**src/rtl/mdio_arb_pkg.sv**
```systemverilog
// Shared types and helpers for the two-requester MDIO engine arbiter.
// Latency: none (types, constants and pure functions only).
// Backpressure: not applicable.
package mdio_arb_pkg;

    typedef enum logic [2:0] {
        ST_IDLE,
        ST_ISSUE,
        ST_WAIT_BUSY,
        ST_WAIT_DONE,
        ST_NEXT,
        ST_ACK
    } arb_state_t;

    // Function field of the MMD access control register (bits 15:14)
    localparam logic [1:0] MMD_FN_ADDR = 2'b00;
    localparam logic [1:0] MMD_FN_DATA = 2'b01;

    // Index of the final frame of an indirect MMD sequence
    localparam logic [1:0] MMD_LAST_STEP = 2'd3;

    // Read data returned on abort, and for write transactions
    localparam logic [15:0] RDATA_DEFAULT = 16'hFFFF;
    localparam logic [15:0] RDATA_WRITE   = 16'h0000;

    // One engine frame: direction, register address, write data
    typedef struct packed {
        logic        wr;
        logic [4:0]  addr;
        logic [15:0] data;
    } frame_t;

    function automatic logic [15:0] mmd_ctrl(input logic [1:0] fn, input logic [4:0] devad);
        return {fn, 9'b0, devad};
    endfunction

    // Frame to put on the engine for a given step of a transaction.
    // Direct accesses are a single frame; MMD accesses walk the 0x0D/0x0E sequence.
    function automatic frame_t frame_for_step(
        input logic        mmd,
        input logic        wr,
        input logic [4:0]  devad,
        input logic [15:0] addr,
        input logic [15:0] wdata,
        input logic [1:0]  step,
        input logic [4:0]  ctrl_addr,
        input logic [4:0]  data_addr
    );
        frame_t f;
        f.wr   = wr;
        f.addr = addr[4:0];
        f.data = wdata;
        if (mmd) begin
            case (step)
                2'd0: begin
                    f.wr   = 1'b1;
                    f.addr = ctrl_addr;
                    f.data = mmd_ctrl(MMD_FN_ADDR, devad);
                end
                2'd1: begin
                    f.wr   = 1'b1;
                    f.addr = data_addr;
                    f.data = addr;
                end
                2'd2: begin
                    f.wr   = 1'b1;
                    f.addr = ctrl_addr;
                    f.data = mmd_ctrl(MMD_FN_DATA, devad);
                end
                default: begin
                    f.wr   = wr;
                    f.addr = data_addr;
                    f.data = wdata;
                end
            endcase
        end
        return f;
    endfunction

endpackage

```
**src/rtl/mdio_arbiter.sv**
```systemverilog
// Round-robin arbiter sharing one MDIO engine between the cfg sequencer and host access path.
// Latency: grant -> ISSUE 1 cycle; ack 1 cycle after the final frame's eng_ready returns.
// Backpressure: requesters hold req until ack; grants only when the engine reports ready; per-frame timeout.
module mdio_arbiter
    import mdio_arb_pkg::*;
#(
    parameter int         TIMEOUT_CYC   = 4096,
    parameter logic [4:0] MMD_CTRL_ADDR = 5'h0d,
    parameter logic [4:0] MMD_DATA_ADDR = 5'h0e
) (
    input  logic        clock,
    input  logic        reset_n,

    input  logic        cfg_req,
    input  logic        cfg_wr,
    input  logic [4:0]  cfg_addr,
    input  logic [15:0] cfg_wdata,
    output logic        cfg_ack,
    output logic [15:0] cfg_rdata,
    output logic        cfg_err,

    input  logic        host_req,
    input  logic        host_wr,
    input  logic        host_mmd,
    input  logic [4:0]  host_devad,
    input  logic [15:0] host_addr,
    input  logic [15:0] host_wdata,
    output logic        host_ack,
    output logic [15:0] host_rdata,
    output logic        host_err,

    input  logic        eng_ready,
    input  logic [15:0] eng_rd_data,
    output logic        eng_rd_request,
    output logic        eng_wr_request,
    output logic [4:0]  eng_addr,
    output logic [15:0] eng_wr_data,

    output logic        busy,
    output logic        grant_host
);

    localparam logic [12:0] TIMEOUT_VAL = 13'(TIMEOUT_CYC);

    arb_state_t  state;
    logic [1:0]  step;
    logic [12:0] timer;
    logic        last_host;      // arbitration history, resets to host so cfg wins the first tie

    // Request fields captured at grant
    logic        lat_host;
    logic        lat_mmd;
    logic        lat_wr;
    logic [4:0]  lat_devad;
    logic [15:0] lat_addr;
    logic [15:0] lat_wdata;

    logic        req_any;
    logic        pick_host;
    logic        new_mmd;
    logic        new_wr;
    logic [4:0]  new_devad;
    logic [15:0] new_addr;
    logic [15:0] new_wdata;
    frame_t      grant_frame;
    frame_t      next_frame;
    logic        last_step;
    logic        timed_out;
    logic        done_ok;
    logic        finish_now;
    logic [15:0] finish_rdata;

    // Winner selection, first/next frame contents and completion conditions
    always_comb begin
        req_any   = cfg_req | host_req;
        pick_host = host_req & (~cfg_req | ~last_host);

        if (pick_host) begin
            new_mmd   = host_mmd;
            new_wr    = host_wr;
            new_devad = host_devad;
            new_addr  = host_addr;
            new_wdata = host_wdata;
        end else begin
            new_mmd   = 1'b0;
            new_wr    = cfg_wr;
            new_devad = 5'd0;
            new_addr  = {11'b0, cfg_addr};
            new_wdata = cfg_wdata;
        end

        grant_frame = frame_for_step(new_mmd, new_wr, new_devad, new_addr, new_wdata,
                                     2'd0, MMD_CTRL_ADDR, MMD_DATA_ADDR);
        next_frame  = frame_for_step(lat_mmd, lat_wr, lat_devad, lat_addr, lat_wdata,
                                     step + 2'd1, MMD_CTRL_ADDR, MMD_DATA_ADDR);

        last_step    = ~lat_mmd | (step == MMD_LAST_STEP);
        timed_out    = ((state == ST_WAIT_BUSY) || (state == ST_WAIT_DONE)) && (timer == TIMEOUT_VAL);
        done_ok      = (state == ST_WAIT_DONE) & eng_ready & ~timed_out & last_step;
        finish_now   = timed_out | done_ok;
        // The final frame's direction is always the requester's wr bit
        finish_rdata = timed_out ? RDATA_DEFAULT : (lat_wr ? RDATA_WRITE : eng_rd_data);
    end

    // Transaction sequencer with registered engine handshake and completion outputs
    always_ff @(posedge clock or negedge reset_n) begin
        if (!reset_n) begin
            state          <= ST_IDLE;
            step           <= 2'd0;
            timer          <= 13'd0;
            last_host      <= 1'b1;
            lat_host       <= 1'b0;
            lat_mmd        <= 1'b0;
            lat_wr         <= 1'b0;
            lat_devad      <= 5'd0;
            lat_addr       <= 16'd0;
            lat_wdata      <= 16'd0;
            cfg_ack        <= 1'b0;
            cfg_rdata      <= 16'd0;
            cfg_err        <= 1'b0;
            host_ack       <= 1'b0;
            host_rdata     <= 16'd0;
            host_err       <= 1'b0;
            eng_rd_request <= 1'b0;
            eng_wr_request <= 1'b0;
            eng_addr       <= 5'd0;
            eng_wr_data    <= 16'd0;
            busy           <= 1'b0;
            grant_host     <= 1'b0;
        end else begin
            eng_rd_request <= 1'b0;
            eng_wr_request <= 1'b0;
            cfg_ack        <= 1'b0;
            cfg_err        <= 1'b0;
            host_ack       <= 1'b0;
            host_err       <= 1'b0;

            case (state)
                ST_IDLE: begin
                    // eng_ready gating also lets a frame left over from a reset finish first
                    if (eng_ready && req_any) begin
                        lat_host       <= pick_host;
                        lat_mmd        <= new_mmd;
                        lat_wr         <= new_wr;
                        lat_devad      <= new_devad;
                        lat_addr       <= new_addr;
                        lat_wdata      <= new_wdata;
                        last_host      <= pick_host;
                        grant_host     <= pick_host;
                        busy           <= 1'b1;
                        step           <= 2'd0;
                        eng_addr       <= grant_frame.addr;
                        eng_wr_data    <= grant_frame.data;
                        eng_wr_request <= grant_frame.wr;
                        eng_rd_request <= ~grant_frame.wr;
                        state          <= ST_ISSUE;
                    end
                end
                ST_ISSUE: begin
                    timer <= 13'd0;
                    state <= ST_WAIT_BUSY;
                end
                ST_WAIT_BUSY: begin
                    timer <= timer + 13'd1;
                    if (!eng_ready) begin
                        state <= ST_WAIT_DONE;
                    end
                end
                ST_WAIT_DONE: begin
                    timer <= timer + 13'd1;
                    if (eng_ready && !last_step) begin
                        state <= ST_NEXT;
                    end
                end
                ST_NEXT: begin
                    step           <= step + 2'd1;
                    eng_addr       <= next_frame.addr;
                    eng_wr_data    <= next_frame.data;
                    eng_wr_request <= next_frame.wr;
                    eng_rd_request <= ~next_frame.wr;
                    state          <= ST_ISSUE;
                end
                ST_ACK: begin
                    busy  <= 1'b0;
                    state <= ST_IDLE;
                end
                default: begin
                    state <= ST_IDLE;
                end
            endcase

            // Normal completion or abort: skip any remaining MMD steps and report
            if (finish_now) begin
                state <= ST_ACK;
                if (lat_host) begin
                    host_ack   <= 1'b1;
                    host_rdata <= finish_rdata;
                    host_err   <= timed_out;
                end else begin
                    cfg_ack    <= 1'b1;
                    cfg_rdata  <= finish_rdata;
                    cfg_err    <= timed_out;
                end
            end
        end
    end

endmodule

```
**config.mk**
```make
export PLATFORM = sky130hd
export DESIGN_NAME = mdio_arbiter
export DESIGN_NICKNAME = d
export VERILOG_FILES = /design/src/rtl/mdio_arb_pkg.sv /design/src/rtl/mdio_arbiter.sv
export SDC_FILE = /design/constraint.sdc
export NUM_CORES = 1
export LEC_CHECK = 0
export BUFFER_PORTS_ARGS = -buffer_cell sky130_fd_sc_hd__buf_2
export CAP_MARGIN = 5
export CORE_MARGIN = 4
export CORE_UTILIZATION = 50
export DETAILED_ROUTE_END_ITERATION = 8
export PLACE_DENSITY = 0.75
export SYNTH_ARGS = -nofsm -noshare
export SYNTH_HDL_FRONTEND = slang
export SYNTH_SLANG_ARGS = --single-unit
```
**constraint.sdc**
```tcl
create_clock -name clock -period 1.8 [get_ports clock]
set_input_delay 0.27 -clock clock [delete_from_list [all_inputs] [get_ports clock]]
set_output_delay 0.27 -clock clock [all_outputs]
set_load 0.005 [all_outputs]
```
# [After elaboration in Yosys (flattened, before gate mapping)]
# Cells that the tools add are included.
[classes] add_sub_neg=2 mul=0 div=0 order_cmp=0 eq_ne=13 n_shift=0 n_mux=36 bitwise_logic=15 reduce_logical=17
[ops] operator="16-bit 2-to-1 mux" count=5
[ops] operator="22-bit case mux with 3 select lines" count=1
[ops] operator="22-bit 2-to-1 mux" count=2
[ops] operator="16-bit case mux with 2 select lines" count=1
[ops] operator="13-bit case mux with 2 select lines" count=1
[ops] operator="3-bit case mux with 5 select lines" count=1
[ops] operator="13-bit by 1-bit adder with 13-bit output (second input constant)" count=1
[ops] operator="13-bit == test (second input constant)" count=1
[ops] operator="1-bit 2-to-1 mux" count=13
[ops] operator="3-bit 2-to-1 mux" count=4
[ops] operator="5-bit 2-to-1 mux" count=2
[ops] operator="5-bit case mux with 2 select lines" count=1
[ops] operator="2-bit AND reduction" count=5
[ops] operator="1-bit NOT" count=7
[ops] operator="3-bit by 2-bit == test with 1-bit output (second input constant)" count=2
[ops] operator="3-bit == test (second input constant)" count=2
[ops] operator="3-bit != test (second input constant)" count=2
[ops] operator="1-bit case mux with 2 select lines" count=3
[ops] operator="2-bit nonzero test" count=3
[ops] operator="1-bit AND" count=4
[ops] operator="2-bit == test (second input constant)" count=2
[ops] operator="1-bit bitwise OR" count=4
[ops] operator="2-bit case mux with 2 select lines" count=1
[ops] operator="3-bit by 1-bit == test with 1-bit output (second input constant)" count=1
[ops] operator="12 further kinds" count=14
[word_totals] regBits=119 latchBits=0 ram_bits=0 rom_bits=0 in_bits=82 out_inout_bits=61 wordCells=104 n_memories=0

# [Logic depth before layout (Yosys ltp)]
# Gate-level depths: netlist (run 1).
[logic_depth] word_depth=9 ltp_mapped=8 depth_no_buf=6

# [Least setup slack after synthesis (run 1)]
# Ideal clock, no wire load.
[synth_path] kind="reg-to-reg" startpoint="reg state[2]" endpoint="reg cfg_rdata[6]" setup_ps=130 t_arrival_ps=1513 required_ps=1670 path_slack_ps=157 path_stages_with_launch=8 path_buffers=3 synth_period_minus_slack_ps=1643 path_cell_list="dfrtp_1 > buf_6 > and4b_4 > and3b_1 > buf_6 > buf_12 > mux2i_1 > nand2_1"
[synth_between] elab_chain_cells=8 elab_cells_between_ends=11 classes_between="2 x eq/ne; 1 x mux; 5 x bitwise; 3 x reduce/logical"
[synth_rtl] item="start, declared" line="mdio_arbiter.sv:45" source="arb_state_t state;"
[synth_rtl] item="start signal, assigned" line="mdio_arbiter.sv:108" source="state <= ST_IDLE;"
[synth_rtl] item="start signal, assigned" line="mdio_arbiter.sv:156" source="state <= ST_ISSUE;"
[synth_rtl] item="start signal, assigned" line="mdio_arbiter.sv:161" source="state <= ST_WAIT_BUSY;"
[synth_rtl] item="3-bit by 2-bit == test with 1-bit output (on tied branches)" line="mdio_arbiter.sv:98, mdio_arbiter.sv:99"
[synth_rtl] item="1-bit logical OR" line="mdio_arbiter.sv:98" source="timed_out = ((state == ST_WAIT_BUSY) || (state == ST_WAIT_DONE)) && (timer == TIMEOUT_VAL);"
[synth_rtl] item="1-bit logical AND" line="mdio_arbiter.sv:98"
[synth_rtl] item="1-bit NOT" line="mdio_arbiter.sv:99" source="done_ok = (state == ST_WAIT_DONE) & eng_ready & ~timed_out & last_step;"
[synth_rtl] item="1-bit AND (2 in series)" line="mdio_arbiter.sv:99"
[synth_rtl] item="1-bit bitwise OR" line="mdio_arbiter.sv:100" source="finish_now = timed_out | done_ok;"
[synth_rtl] item="2-bit AND reduction (no line)"
[synth_rtl] item="end signal, assigned" line="mdio_arbiter.sv:201" source="cfg_rdata <= finish_rdata;"
[synth_rtl] item="end, declared" line="mdio_arbiter.sv:19" source="output logic [15:0] cfg_rdata,"
# Parallel ways exist; a longest one is shown, timed or not.
# A chain may end at the register's enable or synchronous reset.

# [Worst setup path after layout (run 1)]
[layout_path] startpoint="reg step[1]" endpoint="reg eng_wr_data[0]"
[layout_between] elab_chain_cells=5 elab_cells_between_ends=7 classes_between="1 x add/sub; 2 x eq/ne; 3 x mux; 1 x reduce/logical"
[layout_rtl] item="start, declared" line="mdio_arbiter.sv:46" source="logic [1:0] step;"
[layout_rtl] item="start signal, assigned" line="mdio_arbiter.sv:176" source="step <= step + 2'd1;"
[layout_rtl] item="2-bit by 1-bit adder with 2-bit output (*)" line="mdio_arbiter.sv:95" source="step + 2'd1, MMD_CTRL_ADDR, MMD_DATA_ADDR);"
[layout_rtl] item="2-bit == test, or another cell as far along" line="mdio_arb_pkg.sv:54" source="case (step)"
[layout_rtl] item="22-bit case mux with 3 select lines (*)" line="mdio_arb_pkg.sv:54"
[layout_rtl] item="22-bit 2-to-1 mux (*)" line="mdio_arb_pkg.sv:53" source="if (mmd) begin"
[layout_rtl] item="16-bit case mux with 2 select lines (*)" line="mdio_arbiter.sv:138" source="case (state)"
[layout_rtl] item="end signal, assigned" line="mdio_arbiter.sv:153" source="eng_wr_data <= grant_frame.data;"
[layout_rtl] item="end signal, assigned" line="mdio_arbiter.sv:178" source="eng_wr_data <= next_frame.data;"
[layout_rtl] item="end, declared" line="mdio_arbiter.sv:37" source="output logic [15:0] eng_wr_data,"
# Every way passes the cells marked *; elsewhere a longest branch is shown, timed or not.

==> flow_summary.ini, run 1 <==
[cts]
later_pin_clock_latency_in_the_skew_report_ns = 0.41
clock-root-buffer = clkbuf_16
tritoncts = built
cts-buffers-inserted = 17
clock_tree.buffer_depth = 2
worst_setup_hold_path_clk_slew_ns = 0.06
clock_sink_count = 119
htree_levels = 4

[yosys]
synthArstFlopShare_pct = 100
syn-instance-count = 616
post_synth_most_frequent_cells = 138 x nand2_1, 118 x dfrtp_1, 40 x o21ai_0
total_nets_after_synthesis = 705
yosysUniqueCellTypes = 57
synth_seq_cells = 119
yosysTopAreaCell = dfrtp_1
seq_area_frac_synth_pct = 50.7
synthesis.yosys.warnings = 0
synth_edf_count = 0
netlist.area_leader.share_pct = 50.3
post-synth-top-count-cell = nand2_1
synth-main-ff-cell = dfrtp_1
syn-cell-area_um2 = 5870
synthTopCellsByArea = dfrtp_1 50%, nand2_1 8.8%, mux2i_1 5.6%, o21ai_0 3.4%, a31oi_1 2.6%
synth_area_per_cell_um2 = 9.53

[floorplanning]
die_width_um = 116
core-area_um2 = 11500
die_h_um = 116
initial_utilization_pct = 51.2
floorplan.io_pins = 143
floorplan.die_area_um2 = 13500
placement_rows = 39

[setup_path]
cp.arrival_ns = 2.07
critPathRequiredTime_ns = 2.06
critPathMaxFanout = 5
cp_num_buf_inv = 1
slowest_stage = dfrtp_1
path_cells = inv_1 -> ha_1 -> or2_2 -> a221oi_2 -> a2bb2oi_2 -> o221ai_1
timing.critical_path.from_type = register
path_delay_family = compound AO/OA/AOI/OAI gates
crit_path_end_kind = register
criticalPathCategory = register to register
cp_slowest_stage_delay_ns = 0.40

[finish]
post_route_cells_drive_above_1_share_pct = 30.5
layout-area-overhead-vs-synth_pct = 31.1
nNetsFinal = 863
filler_cells_inserted = 907
finalCoreUtilization_pct = 67.1
final-seq-area_um2 = 2980
n_antenna_cell = 0
fin_area_um2 = 7690
multi_input_area_um2 = 2680

[power]
power_frac_clock_pct = 29.8
power.combinational.fraction_pct = 33.6
power_density_nw_per_um2 = 1680
post-layout-total-power_mw = 12.9
total_switching_power_mw = 4.39
internal_portion_of_total_power_mw = 8.50
power.switching_fraction_pct = 34.1
ir_drop_mv = 0.923
cellLeakagePower_nw = 3.85
part_of_the_total_power_dissipated_in_sequential_elements_pct = 36.5

[place]
placement.setup.worst_slack_ns = 0.0544
gp_routability_congestion = 0.817
buffer_ports.inserted = 142
placed_area_um2 = 6860
dpl.hpwl_um = 11100

[routing]
detail_route.drc_violations = 0
drt_first_iter_violations = 409
detailroute.via_count = 5414
drt_pass1_iterations = 5
per_cell_via_count_in_the_routed_design = 5.82
route.detailed.wl_per_inst_um = 17.7
finalWirelength_um = 16400
drtAntennaViolNets = 0

[sta]
worst_slew_margin_relative_to_its_limit_pct = 61.9
finalSetupViolCount = 2
post-route-period-util_pct = 100
finClkSkew_ns = 0.0123
grt_setup_unrepaired = yes
maxSlewViolCount = 0
final_period_minus_worst_setup_slack_ns = 1.81
tightestPinTransition_ns = 0.572
layout_setup_ws_ns = -0.00689
setup-tns-final_ns = -0.00896
achievable-frequency_ghz = 0.553
hold_viol = 0

[min_path]
class_of_the_tightest_hold_or_removal_check = primary input to register

[global_route]
first_global_vias = 5257
number_of_antenna_violations_at_the_first_check_in_global_routing = 1
grt_pass1_wl_um = 25600
overflow = 0
grt_max_degree = 49
track_usage_pct = 24.0

[outcome]
violated_checks = negative setup slack
status = finished with violations

[job]
max_cap_viol_count = 0
==> final timing paths <==
path	startpoint	to	slack (ns)	depth (start not counted)
setup / recovery	step[1]$_DFFE_PN0P_	eng_wr_data[0]$_DFFE_PN0P_	-0.007	6
min in group asynchronous	reset_n	cfg_ack$_DFF_PN0_	0.41	2
max in group asynchronous	reset_n	state[2]$_DFFE_PN0P_	0.73	3
hold reg to reg	lat_addr[11]$_DFFE_PN0P_	lat_addr[11]$_DFFE_PN0P_	0.46	2
hold / removal	host_addr[10]	lat_addr[10]$_DFFE_PN0P_	0.08	3
setup reg to reg	step[1]$_DFFE_PN0P_	eng_wr_data[0]$_DFFE_PN0P_	-0.007	6
==> state kept, by name, indices dropped and copies added, names as in the netlist, 2 cells and up <==
name         cells
step             2
cfg_rdata       16
lat_addr        16
state            3
timer           13
eng_addr         5
host_rdata      16
lat_wdata       16
eng_wr_data     16
lat_devad        5
==> cells in the final DEF, fill, tap and decap left out, types with 6 or more instances in the layout <==
cell type    n
o22ai_1     11
bufinv_16    6
nand3_1     22
buf_12       7
and3_1      11
ha_1         7
nand2_1    138
a21oi_1     14
buf_2      141
inv_1        9
o21ai_0     38
nor2_1      31
nor2b_1     19
dfrtp_1    114
a31oi_1     24
a221oi_1    12
o221ai_1     6
buf_4       31
clkbuf_16   19
mux2i_1     33
==> cells by family (layout without fill, tap and decap cells) <==
kind of cell,after synthesis,after routing,synth area share (%)
buf+inv,53,224,4.69
mux,35,35,6.01
compound gates,143,143,16.2
simple gates,258,258,20.7
flops,119,119,50.7
fa+ha+maj,7,7,1.49
xor+xnor,1,1,0.149
==> metal layers <==
layer | GRT usage, % | routed length, µm | share of wire (%)
met5 | 0 | 7 | 0.043
met4 | 8.35 | 255 | 1.6
met3 | 5.75 | 1340 | 8.1
met2 | 40.0 | 8270 | 50
met1 | 30.8 | 6550 | 40
==> stage by stage <==
step           instances  hold WS (ns)
6_report             930        0.0797
5_1_grt              930        0.0719
4_1_cts              923        0.0636
3_5_place_dp         889         0.306
3_3_place_gp         889         0.290
2_1_floorplan        616       -0.0256
==> power groups by stage <==
stage                     clock, mW  combinational (mW)  sequential [mW]
after floorplan                   0                2.55             4.49
after global placement            0                3.98             4.63
after detailed placement          0                4.12             4.69
after CTS                      3.90                4.18             4.67
after global routing           3.99                4.84             4.85
final                          3.85                4.34             4.71
==> cell type report <==
type | instances | share of cell area [%]
sequential | 119 | 38.8
multi-input combinational | 444 | 34.8
timing repair buffer | 183 | 14.9
clock buffer | 20 | 5.81
clock inverter | 12 | 2.91
tap | 143 | 2.33
inverter | 9 | 0.439
==> worst reg2reg max path: stages (launching register included) <==
cell	delay (ns)
dfrtp_1	0.40
inv_1	0.11
ha_1	0.22
or2_2	0.36
a221oi_2	0.27
a2bb2oi_2	0.17
o221ai_1	0.14
==> timing repair <==
item / 4_1_cts / 5_1_grt
hold buffers: 1 / 0
gates cloned: 0 / 2
pin swaps: 1 / 4
endpoints found under the hold margin: 39 / 0
resized for setup: 1 / 15
endpoints found under the setup margin: 1 / 26
setup buffers: 1 / 5
Note: power is estimated with default switching activity, not from simulation.
==> run 2: changes to the inputs <==
--- a/config.mk
+++ b/config.mk
@@ -9,8 +9,10 @@
 export CAP_MARGIN = 5
 export CORE_MARGIN = 4
 export CORE_UTILIZATION = 50
+export CTS_CLUSTER_SIZE = 40
 export DETAILED_ROUTE_END_ITERATION = 8
 export PLACE_DENSITY = 0.75
+export REMOVE_ABC_BUFFERS = 1
 export SYNTH_ARGS = -nofsm -noshare
 export SYNTH_HDL_FRONTEND = slang
 export SYNTH_SLANG_ARGS = --single-unit
==> run 2 against run 1 <==
The run now ends clean. Clock power decreased by 7.8%. Largest cell class unchanged. First-iteration DRC count rose by 3.9%. Die area unchanged. Critical endpoint is now timer[12]$_DFFE_PN0P_. Final area down 0.98%. Global-route usage is 0.85 points higher. Fmax is 1.4% higher. Worst setup slack improved by 0.026 ns. Sequential cell count unchanged. Critical path depth fell by 1. Non-clock buffer count increased by 2. Clock skew is 0.0031 ns lower. Power is 2.9% lower.
==> flow_summary.ini, run 2 (synthesized netlist as in run 1, its figures left out) <==
[outcome]
status = completed

[finish]
finalCoreUtilization_pct = 66.4
final_cell_mix = 141 x buf_2, 138 x nand2_1, 116 x dfrtp_1, 39 x o21ai_0, 35 x buf_4
nNetsFinal = 865
post_route_cells_drive_above_1_share_pct = 30.3
layout.cells.most_common = buf_2
n_antenna_cell = 0
filler_cells_inserted = 895
final-instance-count-excl-fill = 932
layout-area-overhead-vs-synth_pct = 29.8

[sta]
hold_viol = 0
achievable-frequency_ghz = 0.561
setup-tns-final_ns = 0
maxSlewViolCount = 0
worst_slew_margin_relative_to_its_limit_pct = 57.0
finClkSkew_ns = 0.00925
layout_setup_ws_ns = 0.0189
tightestPinTransition_ns = 0.645
finalSetupViolCount = 0
final_period_minus_worst_setup_slack_ns = 1.78
post-route-period-util_pct = 99.0
hold-worst-slack_ns = 0.0806

[floorplanning]
die_h_um = 116
die_width_um = 116
placement_rows = 39
floorplan.die_area_um2 = 13500
core-area_um2 = 11500
floorplan.io_pins = 143
initial_utilization_pct = 51.2

[global_route]
overflow = 0
track_usage_pct = 24.9
number_of_antenna_violations_at_the_first_check_in_global_routing = 0
first_global_vias = 5566
grt_pass1_wl_um = 26600
grt_max_degree = 60

[setup_path]
worst-r2r-cell-count = 5
critPathMaxFanout = 6
timing.critical_path.from_type = register
reg2reg_from = timer[1]$_DFFE_PN0P_
crit_path_end_kind = register
cp.arrival_ns = 2.12
regToRegSetupSlack_ns = 0.02
criticalPathCategory = register to register
critical_path.reg2reg.endpoint = timer[12]$_DFFE_PN0P_
critPathRequiredTime_ns = 2.14

[routing]
detail_route.drc_violations = 0
per_cell_via_count_in_the_routed_design = 5.69
drtAntennaViolNets = 0
detailroute.via_count = 5303
route.detailed.wl_per_inst_um = 17.6
finalWirelength_um = 16400
drt_pass1_iterations = 5
drt_first_iter_violations = 425

[cts]
clock_sink_count = 119
later_pin_clock_latency_in_the_skew_report_ns = 0.41
clock-root-buffer = clkbuf_16
tritoncts = built
htree_levels = 4
worst_setup_hold_path_clk_slew_ns = 0.06
clock_tree.buffer_depth = 2
cts-buffers-inserted = 17

[min_path]
holdPathEnd = lat_addr[10]$_DFFE_PN0P_
class_of_the_tightest_hold_or_removal_check = primary input to register
timing.hold.worst.start = host_addr[10]
whs_path_depth = 3

[power]
cellLeakagePower_nw = 3.83
power_density_nw_per_um2 = 1640
ir_drop_mv = 0.983

[place]
dpl.hpwl_um = 11100
placement.setup.worst_slack_ns = -0.00745
placed_cells_incl_taps = 892
gp_routability_congestion = 0.876
buffer_ports.inserted = 142

[job]
max_cap_viol_count = 0
[run 2: power by group]
part | switching [mW] | internal (mW)
logic | 2.29 | 2.01
registers | 0.836 | 3.84
clock network | 1.28 | 2.26
total | 4.40 | 8.11
[run 2: worst max-delay path by stage]
stage                               from                         end  slack, ns
floorplan           state[1]$_DFFE_PN0P_    eng_rd_request$_DFF_PN0_      -1.42
global placement     step[0]$_DFFE_PN0P_  eng_wr_data[1]$_DFFE_PN0P_       0.12
detailed placement  timer[0]$_DFFE_PN0P_       timer[10]$_DFFE_PN0P_     -0.007
CTS                  step[1]$_DFFE_PN0P_  eng_wr_data[0]$_DFFE_PN0P_      0.007
global route        timer[0]$_DFFE_PN0P_       timer[12]$_DFFE_PN0P_      -0.05
finish              timer[1]$_DFFE_PN0P_       timer[12]$_DFFE_PN0P_       0.02
[run 2: cell type report]
type	count	area, µm²	area share, %
clock inverters	13	170	2.23
multi-input cells	444	2660	34.9
well taps	143	179	2.35
repair buffers	185	1140	14.9
inverters	9	33.8	0.443
clock buffers	19	453	5.95
flip-flops and latches	119	2980	39.1
[run 2: routing by layer]
metal	global-route usage [%]	wire length, µm	vias up
met4	11.1	309	0
met2	41.0	8060	220
met1	31.8	6750	2547
met3	4.97	1240	29
li1	-	-	2507
met5	0	0	-
[run 2: worst max-delay path, cell delays in order (launching register included)]
cell     delay [ns]
dfrtp_1        0.39
ha_1           0.20
and3_4         0.21
nand4_1        0.27
or4_1          0.54
nand3_1        0.09
[run 2: metrics by stage]
stage / power [mW] / instance area [µm²]
finish: 12.5 / 7620
global route: 13.4 / 7620
detailed placement: 8.83 / 6860
floorplan: 6.84 / 5630
global placement: 8.62 / 6860
CTS: 12.4 / 7490
[run 2: repair_timing]
action | 4_1_cts | 5_1_grt
resized for setup | 1 | 12
buffers inserted | 0 | 6
cloned | 0 | 1
hold buffers | 1 | 0
endpoints found under the setup margin | 1 | 45
pin swaps | 0 | 3
hold endpoints to repair | 25 | 0
==> run 3: changes to the inputs <==
--- a/config.mk
+++ b/config.mk
@@ -5,7 +5,7 @@
 export SDC_FILE = /design/constraint.sdc
 export NUM_CORES = 1
 export LEC_CHECK = 0
-export BUFFER_PORTS_ARGS = -buffer_cell sky130_fd_sc_hd__buf_2
+export BUFFER_PORTS_ARGS = -buffer_cell sky130_fd_sc_hd__buf_4
 export CAP_MARGIN = 5
 export CORE_MARGIN = 4
 export CORE_UTILIZATION = 50
==> run 3 against run 2 <==
Power is 1.5% higher. First-iteration DRC count fell by 7.1%. Register-to-register slack better by 0.05 ns.
==> flow_summary.ini, run 3 (synthesized netlist as in run 1, its figures left out) <==
[global_route]
number_of_antenna_violations_at_the_first_check_in_global_routing = 0
global_route.usage.met3_pct = 5.80
grt_max_degree = 46
overflow = 0
first_global_vias = 5546
grt_pass1_wl_um = 26900
met1_usage_pct = 34.4
track_usage_pct = 25.1
top_usage_layer = met2
grt.met2_usage_pct = 39.5

[sta]
grt_setup_unrepaired = yes
post-route-period-util_pct = 96.4
hold_viol = 0
maxSlewViolCount = 0
finClkSkew_ns = 0.0105
achievable-frequency_ghz = 0.576
final_period_minus_worst_setup_slack_ns = 1.73
finalSetupViolCount = 0
layout_setup_ws_ns = 0.0651
worst_slew_margin_relative_to_its_limit_pct = 56.0
tightestPinTransition_ns = 0.660

[finish]
fin_area_um2 = 7880
final_cell_mix = 169 x buf_4, 138 x nand2_1, 116 x dfrtp_1, 39 x o21ai_0, 33 x mux2i_1
layout.cells.most_common = buf_4
nNetsFinal = 858
final-instance-count-excl-fill = 924
n_antenna_cell = 0
finalCoreUtilization_pct = 68.7
layout-area-overhead-vs-synth_pct = 34.2
post_route_cells_drive_above_1_share_pct = 29.7

[routing]
route.detailed.wl_per_inst_um = 17.8
finalWirelength_um = 16400
detail_route.drc_violations = 0
drt_first_iter_violations = 395
detailroute.via_count = 5334
per_cell_via_count_in_the_routed_design = 5.77
drt_pass1_iterations = 8
drtAntennaViolNets = 0

[cts]
tritoncts = built
worst_setup_hold_path_clk_slew_ns = 0.05
clock_sink_count = 119
later_pin_clock_latency_in_the_skew_report_ns = 0.41
htree_levels = 4
cts-buffers-inserted = 17
clock_tree.buffer_depth = 2
clock-root-buffer = clkbuf_16

[floorplanning]
placement_rows = 39
initial_utilization_pct = 51.2
floorplan.io_pins = 143
die_width_um = 116
die_h_um = 116
core-area_um2 = 11500
floorplan.die_area_um2 = 13500

[job]
max_cap_viol_count = 0

[power]
internal_portion_of_total_power_mw = 8.32
part_of_the_total_power_dissipated_in_sequential_elements_pct = 37.3
power.switching_fraction_pct = 34.5
ir_drop_mv = 1.07
power.combinational.fraction_pct = 36.9
cellLeakagePower_nw = 3.89
power_frac_clock_pct = 25.9
total_switching_power_mw = 4.38
power_density_nw_per_um2 = 1610

[setup_path]
worst-r2r-cell-count = 6
cp.arrival_ns = 1.99
criticalPathCategory = register to register
critPathRequiredTime_ns = 2.06
critPathMaxFanout = 7
crit_path_end_kind = register
timing.critical_path.from_type = register

[place]
gp_routability_congestion = 0.827
placed_cells_incl_taps = 890
placed_area_um2 = 7220
buffer_ports.inserted = 142
placement.setup.worst_slack_ns = 0.0410
dpl.hpwl_um = 11100

[min_path]
class_of_the_tightest_hold_or_removal_check = primary input to register
whs_path_depth = 3

[outcome]
status = completed
-- run 3: changes by cell type in the layout (fill, tap and decap cells not counted), sizes merged --
| cell | delta |
|---|---|
| clkinvlp | -1 |
| inv | -2 |
| bufinv | -1 |
| clkbuf | +2 |
| buf | -6 |
-- run 3: power by group through the flow --
stage	combinational [mW]	clock, mW	sequential [mW]
detailed placement	4.55	0	4.73
floorplan	2.28	0	4.56
finish	4.68	3.29	4.74
CTS	4.61	3.32	4.71
global route	5.19	3.44	4.89
global placement	4.38	0	4.67
-- run 3: what timing repair did --
action                     4_1_cts  5_1_grt
resized for setup                1       14
setup endpoints to repair        2       32
buffers inserted                 1        1
pin swaps                        1        4
hold buffers                     1        0
hold endpoints to repair        26        0
-- run 3: metrics by stage --
| step | total power [mW] | hold WS, ns | setup TNS [ns] |
|---|---|---|---|
| 6_report | 12.7 | 0.0902 | 0 |
| 5_1_grt | 13.5 | 0.101 | -0.0102 |
| 4_1_cts | 12.6 | 0.0770 | 0 |
| 3_5_place_dp | 9.28 | 0.240 | 0 |
| 3_3_place_gp | 9.05 | 0.238 | 0 |
| 2_1_floorplan | 6.84 | -0.0256 | -70.89 |
-- run 3: final timing paths --
| kind | from | to | slack [ns] |
|---|---|---|---|
| max | step[0]$_DFFE_PN0P_ | eng_wr_data[0]$_DFFE_PN0P_ | 0.07 |
| min reg2reg | lat_addr[12]$_DFFE_PN0P_ | lat_addr[12]$_DFFE_PN0P_ | 0.47 |
| min | host_addr[10] | lat_addr[10]$_DFFE_PN0P_ | 0.09 |
| min in group asynchronous | reset_n | timer[4]$_DFFE_PN0P_ | 0.35 |
| max in group asynchronous | reset_n | last_host$_DFFE_PN1P_ | 0.86 |
| max reg2reg | step[0]$_DFFE_PN0P_ | eng_wr_data[0]$_DFFE_PN0P_ | 0.07 |
-- run 3: area by class of cell --
class                           count  area, µm²
Multi-Input combinational cell    444       2680
Inverter                            9       33.8
Tap cell                          143        179
Sequential cell                   119       2980
Fill cell                         863       3590
Clock inverter                      9        100
Clock buffer                       22        474
Timing Repair Buffer              178       1430
-- run 3: worst max-delay path, cell delays in order, from the launching register on --
cell and delay [ns]:
dfrtp_2 0.43, inv_1 0.09, ha_1 0.23, nand2b_2 0.27, a221oi_2 0.20, a2bb2oi_1 0.21
o221ai_1 0.16
-- run 3: routing by layer --
layer	part of all wire, %	vias up
li1	-	2490
met1	43	2573
met2	48	248
met3	7.8	23
met4	1.2	0
met5	0	-
